<file path="src/rtl/coco_kbd_pkg.sv">
// Shared receiver state type, scancode constants and the PS/2 set-2 to CoCo matrix map.
// Latency: none (types and a purely combinational lookup function).
// Backpressure: not applicable.
package coco_kbd_pkg;

    typedef enum logic [1:0] {
        ST_IDLE   = 2'd0,
        ST_DATA   = 2'd1,
        ST_PARITY = 2'd2,
        ST_STOP   = 2'd3
    } rx_state_e;

    localparam logic [7:0] BRK_PREFIX = 8'hF0;
    localparam logic [7:0] EXT_PREFIX = 8'hE0;
    localparam logic [7:0] BAT_OK     = 8'hAA;

    localparam int unsigned MAT_ROWS = 7;
    localparam int unsigned MAT_COLS = 8;

    // Keyboard matrix image: bit [r][c] set means key at row r / column c is down.
    typedef logic [MAT_ROWS-1:0][MAT_COLS-1:0] kbd_mat_t;

    // Result of a scancode lookup.
    typedef struct packed {
        logic       valid;
        logic [2:0] row;
        logic [2:0] col;
    } key_pos_t;

    function automatic key_pos_t kp(input logic [2:0] row, input logic [2:0] col);
        key_pos_t p;
        p.valid = 1'b1;
        p.row   = row;
        p.col   = col;
        return p;
    endfunction

    // Map {extended, scancode} to a matrix position; valid=0 for keys the CoCo lacks.
    function automatic key_pos_t key_lookup(input logic ext, input logic [7:0] code);
        key_pos_t p;
        p = '0;
        case ({ext, code})
            // row 0: @ A B C D E F G  ('[' stands in for @)
            9'h054: p = kp(3'd0, 3'd0);
            9'h01C: p = kp(3'd0, 3'd1);
            9'h032: p = kp(3'd0, 3'd2);
            9'h021: p = kp(3'd0, 3'd3);
            9'h023: p = kp(3'd0, 3'd4);
            9'h024: p = kp(3'd0, 3'd5);
            9'h02B: p = kp(3'd0, 3'd6);
            9'h034: p = kp(3'd0, 3'd7);
            // row 1: H I J K L M N O
            9'h033: p = kp(3'd1, 3'd0);
            9'h043: p = kp(3'd1, 3'd1);
            9'h03B: p = kp(3'd1, 3'd2);
            9'h042: p = kp(3'd1, 3'd3);
            9'h04B: p = kp(3'd1, 3'd4);
            9'h03A: p = kp(3'd1, 3'd5);
            9'h031: p = kp(3'd1, 3'd6);
            9'h044: p = kp(3'd1, 3'd7);
            // row 2: P Q R S T U V W
            9'h04D: p = kp(3'd2, 3'd0);
            9'h015: p = kp(3'd2, 3'd1);
            9'h02D: p = kp(3'd2, 3'd2);
            9'h01B: p = kp(3'd2, 3'd3);
            9'h02C: p = kp(3'd2, 3'd4);
            9'h03C: p = kp(3'd2, 3'd5);
            9'h02A: p = kp(3'd2, 3'd6);
            9'h01D: p = kp(3'd2, 3'd7);
            // row 3: X Y Z UP DOWN LEFT RIGHT SPACE
            9'h022: p = kp(3'd3, 3'd0);
            9'h035: p = kp(3'd3, 3'd1);
            9'h01A: p = kp(3'd3, 3'd2);
            9'h175: p = kp(3'd3, 3'd3);
            9'h172: p = kp(3'd3, 3'd4);
            9'h16B: p = kp(3'd3, 3'd5);
            9'h174: p = kp(3'd3, 3'd6);
            9'h029: p = kp(3'd3, 3'd7);
            // row 4: 0 1 2 3 4 5 6 7
            9'h045: p = kp(3'd4, 3'd0);
            9'h016: p = kp(3'd4, 3'd1);
            9'h01E: p = kp(3'd4, 3'd2);
            9'h026: p = kp(3'd4, 3'd3);
            9'h025: p = kp(3'd4, 3'd4);
            9'h02E: p = kp(3'd4, 3'd5);
            9'h036: p = kp(3'd4, 3'd6);
            9'h03D: p = kp(3'd4, 3'd7);
            // row 5: 8 9 : ; , - . /  (apostrophe stands in for :)
            9'h03E: p = kp(3'd5, 3'd0);
            9'h046: p = kp(3'd5, 3'd1);
            9'h052: p = kp(3'd5, 3'd2);
            9'h04C: p = kp(3'd5, 3'd3);
            9'h041: p = kp(3'd5, 3'd4);
            9'h04E: p = kp(3'd5, 3'd5);
            9'h049: p = kp(3'd5, 3'd6);
            9'h04A: p = kp(3'd5, 3'd7);
            // row 6: ENTER CLEAR(Home) BREAK(Esc) ALT CTRL F1 F2 SHIFT
            9'h05A, 9'h15A: p = kp(3'd6, 3'd0);
            9'h16C:         p = kp(3'd6, 3'd1);
            9'h076:         p = kp(3'd6, 3'd2);
            9'h011, 9'h111: p = kp(3'd6, 3'd3);
            9'h014, 9'h114: p = kp(3'd6, 3'd4);
            9'h005:         p = kp(3'd6, 3'd5);
            9'h006:         p = kp(3'd6, 3'd6);
            9'h012, 9'h059: p = kp(3'd6, 3'd7);
            default:        p = '0;
        endcase
        return p;
    endfunction

endpackage

</file>
<file path="src/rtl/ps2_rx_frame.sv">
// PS/2 device-to-host frame receiver: synchronizers, 11-bit frame FSM, odd parity, optional watchdog (PS2_WATCHDOG_EN).
// Latency: byte_vld_o/err_o pulse combinationally in the cycle the stop/parity bit is sampled, 3 clk after a ps2_clk fall.
// Backpressure: none; the keyboard cannot be stalled, so each byte is offered for exactly one cycle.
module ps2_rx_frame
    import coco_kbd_pkg::*;
#(
    parameter int unsigned CLK_HZ     = 57_000_000,
    parameter int unsigned TIMEOUT_US = 200
) (
    input  logic       clk_i,
    input  logic       rst_ni,
    input  logic       ps2_clk_i,
    input  logic       ps2_data_i,
    output logic [7:0] byte_o,
    output logic       byte_vld_o,
    output logic       err_o
);

    logic [1:0] clk_sync_q;
    logic [1:0] dat_sync_q;
    logic       clk_prev_q;
    rx_state_e  state_q, state_d;
    logic [7:0] shift_q, shift_d;
    logic [2:0] bit_cnt_q, bit_cnt_d;
    logic       par_q, par_d;
    logic       fall;
    logic       dat_s;
    logic       timeout;

    assign fall  = clk_prev_q & ~clk_sync_q[1];
    assign dat_s = dat_sync_q[1];

    // Two-flop synchronizers plus a delayed copy of the clock for falling-edge detection.
    // Reset to the idle-bus level (high) so leaving reset never looks like an edge.
    always_ff @(posedge clk_i or negedge rst_ni) begin
        if (!rst_ni) begin
            clk_sync_q <= 2'b11;
            dat_sync_q <= 2'b11;
            clk_prev_q <= 1'b1;
        end else begin
            clk_sync_q <= {clk_sync_q[0], ps2_clk_i};
            dat_sync_q <= {dat_sync_q[0], ps2_data_i};
            clk_prev_q <= clk_sync_q[1];
        end
    end

    // Frame FSM state, shift register, bit counter and running parity.
    always_ff @(posedge clk_i or negedge rst_ni) begin
        if (!rst_ni) begin
            state_q   <= ST_IDLE;
            shift_q   <= '0;
            bit_cnt_q <= '0;
            par_q     <= 1'b0;
        end else begin
            state_q   <= state_d;
            shift_q   <= shift_d;
            bit_cnt_q <= bit_cnt_d;
            par_q     <= par_d;
        end
    end

`ifdef PS2_WATCHDOG_EN
    localparam int unsigned     WD_LIMIT = (CLK_HZ / 1_000_000) * TIMEOUT_US;
    localparam int unsigned     WD_W     = $clog2(WD_LIMIT + 1);
    localparam logic [WD_W-1:0] WD_MAX   = WD_W'(WD_LIMIT);

    logic [WD_W-1:0] wd_cnt_q;

    // Clk cycles since the last PS/2 clock fall; held at zero while idle, saturates at the limit.
    always_ff @(posedge clk_i or negedge rst_ni) begin
        if (!rst_ni) begin
            wd_cnt_q <= '0;
        end else if (fall || (state_q == ST_IDLE)) begin
            wd_cnt_q <= '0;
        end else if (wd_cnt_q != WD_MAX) begin
            wd_cnt_q <= wd_cnt_q + WD_W'(1);
        end
    end

    // The FSM drops to IDLE on expiry, which clears the counter, so this fires for one cycle only.
    assign timeout = (state_q != ST_IDLE) && (wd_cnt_q == WD_MAX);
`else
    assign timeout = 1'b0;
`endif

    // Next-state logic: advance only on a detected PS/2 clock fall; parity accumulates over data bits.
    always_comb begin
        state_d    = state_q;
        shift_d    = shift_q;
        bit_cnt_d  = bit_cnt_q;
        par_d      = par_q;
        byte_vld_o = 1'b0;
        err_o      = 1'b0;
        if (timeout) begin
            state_d = ST_IDLE;
            err_o   = 1'b1;
        end else if (fall) begin
            case (state_q)
                ST_IDLE: begin
                    if (!dat_s) begin
                        state_d   = ST_DATA;
                        bit_cnt_d = '0;
                        par_d     = 1'b0;
                    end
                end
                ST_DATA: begin
                    shift_d   = {dat_s, shift_q[7:1]};
                    par_d     = par_q ^ dat_s;
                    bit_cnt_d = bit_cnt_q + 3'd1;
                    if (bit_cnt_q == 3'd7) begin
                        state_d = ST_PARITY;
                    end
                end
                ST_PARITY: begin
                    // Odd parity: data bits XOR parity bit must be 1.
                    if (par_q ^ dat_s) begin
                        state_d = ST_STOP;
                    end else begin
                        state_d = ST_IDLE;
                        err_o   = 1'b1;
                    end
                end
                ST_STOP: begin
                    state_d = ST_IDLE;
                    if (dat_s) begin
                        byte_vld_o = 1'b1;
                    end else begin
                        err_o = 1'b1;
                    end
                end
                default: state_d = ST_IDLE;
            endcase
        end
    end

    assign byte_o = shift_q;

endmodule

</file>
<file path="src/rtl/ps2_coco_matrix.sv">
// PS/2 keyboard to CoCo PIA0 key matrix: decodes set-2 make/break/extended codes into a 7x8 matrix (watchdog via PS2_WATCHDOG_EN).
// Latency: ROW_N reflects a key 2 clk after the stop bit is sampled (decode register, then matrix register).
// Backpressure: none; every received byte is decoded, and ROW_N follows COL_N combinationally.
module ps2_coco_matrix
    import coco_kbd_pkg::*;
#(
    parameter int unsigned CLK_HZ     = 57_000_000,
    parameter int unsigned TIMEOUT_US = 200
) (
    input  logic       clk,
    input  logic       COCO_RESET_N,
    input  logic       ps2_clk,
    input  logic       ps2_data,
    input  logic [7:0] COL_N,
    output logic [6:0] ROW_N,
    output logic       KEY_EVT,
    output logic       FRAME_ERR
);

    logic [7:0] rx_byte;
    logic       rx_vld;
    logic       rx_err;

    ps2_rx_frame #(
        .CLK_HZ     (CLK_HZ),
        .TIMEOUT_US (TIMEOUT_US)
    ) u_rx (
        .clk_i      (clk),
        .rst_ni     (COCO_RESET_N),
        .ps2_clk_i  (ps2_clk),
        .ps2_data_i (ps2_data),
        .byte_o     (rx_byte),
        .byte_vld_o (rx_vld),
        .err_o      (rx_err)
    );

    key_pos_t   lk;
    logic       brk_q, brk_d;
    logic       ext_q, ext_d;
    logic       dec_vld_q, dec_vld_d;
    logic       dec_clr_q, dec_clr_d;
    logic       dec_make_q, dec_make_d;
    logic [2:0] dec_row_q, dec_row_d;
    logic [2:0] dec_col_q, dec_col_d;
    logic       ferr_q;
    kbd_mat_t   mat_q, mat_d;
    logic       evt_q, evt_d;

    assign lk = key_lookup(ext_q, rx_byte);

    // Decode stage: prefixes only set flags; any other byte consumes both flags.
    always_comb begin
        brk_d      = brk_q;
        ext_d      = ext_q;
        dec_vld_d  = 1'b0;
        dec_clr_d  = 1'b0;
        dec_make_d = ~brk_q;
        dec_row_d  = lk.row;
        dec_col_d  = lk.col;
        if (rx_vld) begin
            if (rx_byte == BRK_PREFIX) begin
                brk_d = 1'b1;
            end else if (rx_byte == EXT_PREFIX) begin
                ext_d = 1'b1;
            end else begin
                brk_d = 1'b0;
                ext_d = 1'b0;
                if (rx_byte == BAT_OK) begin
                    dec_clr_d = 1'b1;
                end else if (lk.valid) begin
                    dec_vld_d = 1'b1;
                end
            end
        end
    end

    // Decode register, prefix flags and the registered frame-error pulse.
    always_ff @(posedge clk or negedge COCO_RESET_N) begin
        if (!COCO_RESET_N) begin
            brk_q      <= 1'b0;
            ext_q      <= 1'b0;
            dec_vld_q  <= 1'b0;
            dec_clr_q  <= 1'b0;
            dec_make_q <= 1'b0;
            dec_row_q  <= '0;
            dec_col_q  <= '0;
            ferr_q     <= 1'b0;
        end else begin
            brk_q      <= brk_d;
            ext_q      <= ext_d;
            dec_vld_q  <= dec_vld_d;
            dec_clr_q  <= dec_clr_d;
            dec_make_q <= dec_make_d;
            dec_row_q  <= dec_row_d;
            dec_col_q  <= dec_col_d;
            ferr_q     <= rx_err;
        end
    end

    // Matrix update; KEY_EVT only when a bit actually changes, so repeats are silent.
    always_comb begin
        mat_d = mat_q;
        evt_d = 1'b0;
        if (dec_clr_q) begin
            mat_d = '0;
            evt_d = |mat_q;
        end else if (dec_vld_q) begin
            mat_d[dec_row_q][dec_col_q] = dec_make_q;
            evt_d = (mat_q[dec_row_q][dec_col_q] != dec_make_q);
        end
    end

    // Matrix register and key-event pulse.
    always_ff @(posedge clk or negedge COCO_RESET_N) begin
        if (!COCO_RESET_N) begin
            mat_q <= '0;
            evt_q <= 1'b0;
        end else begin
            mat_q <= mat_d;
            evt_q <= evt_d;
        end
    end

    // Row returns: a row is pulled low when any held key in it sits on a strobed (low) column.
    always_comb begin
        ROW_N = '1;
        for (int r = 0; r < 7; r++) begin
            ROW_N[r] = ~|(mat_q[r] & ~COL_N);
        end
    end

    assign KEY_EVT   = evt_q;
    assign FRAME_ERR = ferr_q;

endmodule

</file>
<file path="config.mk">
export PLATFORM = sky130hd
export DESIGN_NAME = ps2_coco_matrix
export DESIGN_NICKNAME = d
export VERILOG_FILES = /design/src/rtl/coco_kbd_pkg.sv /design/src/rtl/ps2_rx_frame.sv /design/src/rtl/ps2_coco_matrix.sv
export SDC_FILE = /design/constraint.sdc
export NUM_CORES = 1
export LEC_CHECK = 0
export BUFFER_PORTS_ARGS = -buffer_cell sky130_fd_sc_hd__buf_2
export CAP_MARGIN = 20
export CORE_ASPECT_RATIO = 0.8
export CORE_MARGIN = 5
export CORE_UTILIZATION = 50
export DETAILED_ROUTE_END_ITERATION = 7
export PLACE_DENSITY = 0.66
export SYNTH_ARGS = -nofsm -noshare
export SYNTH_HDL_FRONTEND = slang
export SYNTH_HIERARCHICAL = 1
export SYNTH_SLANG_ARGS = --single-unit
</file>
<file path="constraint.sdc">
create_clock -name clk -period 2.87 [get_ports clk]
set_input_delay 0.287 -clock clk [delete_from_list [all_inputs] [get_ports clk]]
set_output_delay 0.287 -clock clk [all_outputs]
set_load 0.01 [all_outputs]
</file>
==> run summary <==
CRITICAL PATH
-----------------------------------------------------------------------------------
Worst R2R Setup Slack                                                       0.37 ns
Slowest stage cell, crit path                                          sky130_fd_sc_hd__nor4_1
Bufs and invs on worst path                                                       0
Critical path startpoint category                                          register
FF-to-FF Start                                                         u_rx/byte_o[7]
Delay-heaviest family, CP                                              simple AND/OR/NAND/NOR gates
Required time at the worst-slack endpoint                                   3.12 ns
Highest cell delay on the worst timing path                                 0.78 ns
Path depth of the worst reg2reg path                                              6
Series of cell instances along the critical path                       nand2b_1 > nor4_1 > a221o_1 > or4b_1 > nor3_1 > a311oi_1
Category of the most critical setup path                               register to register
Largest driver fanout on the critical path                                       18
Reg-to-reg endpoint                                                       dec_vld_q
Critical Path End Type                                                     register
Worst path arrival time                                                     2.74 ns

GRT
-----------------------------------------------------------------------------------
First-pass GRT wire length                                                31,300 µm
Vias in the first global route                                                5,511
Pin count of the biggest net entering global routing                             58
GR Overflow Total                                                                 0
Initial antenna violation count                                                   0
Tot GR Track Use                                                              28.0%

POWER
-----------------------------------------------------------------------------------
Part of the power in the clock network                                        26.5%
Internal power summed over all cells                                        2.71 mW
Switching Fraction                                                            40.9%
NetSw                                                                       1.88 mW
Share of total power in combinational logic                                   36.9%
Sequential Power Share                                                        36.6%
Total leakage power                                                         2.62 nW
Max VDD drop                                                               0.412 mV
Pwr/cell area                                                            693 nW/µm²

DETAILED ROUTING
-----------------------------------------------------------------------------------
Wire length per cell after detailed routing                                 22.1 µm
Overall via count from detail_route                                           5,902
Post-detailed-routing wire length                                         19,900 µm
Drt drc                                                                           0
Count of TritonRoute iterations in the first routing pass                         6
Via-to-Cell Ratio                                                              6.54
Initial drt markers                                                             826
Number of antenna-violating nets in the routed design                             0

CTS
-----------------------------------------------------------------------------------
Number of buffers on the longest clock path                                       2
CTS H-tree depth                                                                  3
Gates resized, CTS repair                                                         0
CTS tree                                                                       done
Post CTS Setup Buffer Count                                                       0
Number of buffers added to fix hold violations after cts                          1
CTS root buffer                                                        sky130_fd_sc_hd__clkbuf_16
Clock sinks                                                                      88
Number of buffers inserted during clock tree synthesis                            9
Worst-Skew Late Latency                                                     0.35 ns
Clock transition at path regs                                               0.06 ns

STA
-----------------------------------------------------------------------------------
Transition time at the pin with the least slew margin                       1.01 ns
Count of final max-slew check failures                                            0
Count of final setup violators                                                    0
Max Clock Skew                                                            0.0106 ns
Achievable frequency                                                        400 MHz
Max-slew headroom                                                             32.1%
Hold Fails Final Rpt                                                              0
Final min period                                                            2.50 ns
Final TNS setup                                                                0 ns
RSZ-0062 raised after global routing                                          false
Final period utilization                                                      87.0%

FINAL LAYOUT
-----------------------------------------------------------------------------------
Number of nets in the final layout                                              760
Growth of design area from synthesis to finish                                9.26%
Antenna cells                                                                     0
Layout cells sized above 1                                                    12.1%
Reg area                                                                   2210 µm²
Number of inserted filler cells in the final layout                           1,100
Area of the multi-input gates                                              3370 µm²
Count of placed standard cells in the final layout, fillers left out            903

OUTCOME
-----------------------------------------------------------------------------------
Run status                                                             finished, final reports clean

SYNTH
-----------------------------------------------------------------------------------
Sequential share of the synthesized area                                      36.4%
Nets in the synthesized netlist                                                 760
Top cell type by total area after synthesis                            sky130_fd_sc_hd__dfrtp_1
Netlist cell types                                                               72
Most common cell in the netlist                                        sky130_fd_sc_hd__dfrtp_1
Main area contributors after synthesis                                 sky130_fd_sc_hd__dfrtp_1, sky130_fd_sc_hd__mux2i_1, sky130_fd_sc_hd__a21oi_1, sky130_fd_sc_hd__nand3_1, sky130_fd_sc_hd__o21ai_0
Post-synth EDFFs                                                                  0
Post-synthesis async set-or-reset flop share                                   100%
Mean instance size in the synthesized netlist                              8.13 µm²
Instance count of the mapped netlist                                            746
Fraction of post-synthesis cell area in the top cell type by area             34.2%
Prevailing post-synth register cell                                    sky130_fd_sc_hd__dfrtp_1
Yosys Warn Count                                                                  6
Commonest cells post-synth                                             sky130_fd_sc_hd__dfrtp_1, sky130_fd_sc_hd__inv_1, sky130_fd_sc_hd__nand2_1
Post-synthesis cell area                                                   6060 µm²
FF+latch count, synth                                                            88

DIE
-----------------------------------------------------------------------------------
Site row count                                                                   36
Width of the die                                                             133 µm
Die height                                                                   109 µm
Core footprint                                                           12,000 µm²
Number of top-level pins                                                         21
Total Die Area                                                           14,400 µm²
Initial Utilization                                                           50.4%

MIN PATH
-----------------------------------------------------------------------------------
Worst min-delay path class                                             input pin to register
Cell depth of the worst hold path                                                 1
Startpoint of the lowest-slack hold path                                   ps2_data
Worst Hold End                                                         u_rx/dat_sync_q[0]

JOB
-----------------------------------------------------------------------------------
Number of maximum-capacitance violations                                          0

PLACE
-----------------------------------------------------------------------------------
Half-perimeter wire length after placement                                14,400 µm
Cell total after placement                                                      886
Number of port buffers                                                           20
Global placement routability congestion                                       0.975

## cell families after synthesis
family                     Yosys count  synth area share, %
and+or+nand+nor                    292                 25.4
AOI/OAI and AO/OA                  190                 19.0
buffers and inverters              118                 7.98
DFF                                 88                 36.4
muxes                               52                 10.3
xor gates and xnor gates             4                0.578
adders and majority gates            2                0.413
## final cells by class
type | count | share of cell area [%]
inverter | 62 | 3.51
clock buffer | 10 | 3.46
clock inverter | 6 | 1.13
multi-input combinational | 540 | 50.9
timing repair buffer | 45 | 4.80
sequential | 88 | 33.3
tap | 152 | 2.87
## stage by stage
| step | power (mW) | util (%) | instance area [µm²] | setup slack, ns | hold WS, ns |
|---|---|---|---|---|---|
| floorplan | 2.87 | - | 6060 | 0.844 | -0.00859 |
| global placement | 3.36 | 52.5 | 6310 | 0.441 | 0.249 |
| detailed placement | 3.34 | 52.5 | 6310 | 0.447 | 0.256 |
| CTS | 4.58 | 55.1 | 6630 | 0.421 | 0.0274 |
| global route | 4.84 | 55.1 | 6630 | 0.141 | 0.0307 |
| finish | 4.59 | 55.1 | 6630 | 0.373 | 0.0401 |
## placed cells by master, fill, tap and decap left out, drive strengths merged, types with 32 or more instances in the layout
cell   instances
o21ai         53
mux2i         37
nor2          50
dfrtp         83
buf           44
a21oi         54
o22ai         32
nor4          34
nand2         59
nand3         50
inv           66
## how the worst max path moves through the flow
stage | startpoint | endpoint | slack, ns | cells past startpoint
2_1_floorplan | u_rx/byte_o[1] | dec_vld_q | 0.84 | 7
3_3_place_gp | u_rx/byte_o[7] | dec_vld_q | 0.44 | 6
3_5_place_dp | u_rx/byte_o[7] | dec_vld_q | 0.45 | 6
4_1_cts | u_rx/byte_o[7] | dec_vld_q | 0.42 | 6
5_1_grt | u_rx/byte_o[7] | dec_vld_q | 0.14 | 6
6_report | u_rx/byte_o[7] | dec_vld_q | 0.37 | 6
## power by group through the flow
| stage | sequential [mW] | combinational, mW | clock, mW |
|---|---|---|---|
| after floorplan | 1.49 | 1.38 | 0 |
| after global placement | 1.69 | 1.67 | 0 |
| after detailed placement | 1.69 | 1.65 | 0 |
| after CTS | 1.67 | 1.65 | 1.25 |
| after global routing | 1.72 | 1.83 | 1.29 |
| final | 1.68 | 1.69 | 1.22 |
## registers in the layout, summed over array words and instances, names as in the netlist
name,count
u_rx/clk_prev_q,1
u_rx/state_q,2
dec_col_q,3
u_rx/byte_o,8
u_rx/dat_sync_q,2
mat_q,56
u_rx/bit_cnt_q,3
u_rx/clk_sync_q,2
dec_clr_q,1
dec_vld_q,1
ext_q,1
FRAME_ERR,1
brk_q,1
u_rx/par_q,1
dec_make_q,1
KEY_EVT,1
dec_row_q,3
## per-layer routing
metal  track usage (%)  vias to the layer above  part of all wire (%)  wire, µm
met1              43.4                     2834                    46      9130
met3              6.28                       45                    12      2330
li1                  -                     2689                     -         -
met4              9.69                        0                   2.2       437
met2              37.8                      334                    40      8030
met5                 0                        -                     0         0
No activity file was read; power rests on OpenSTA's default activity.
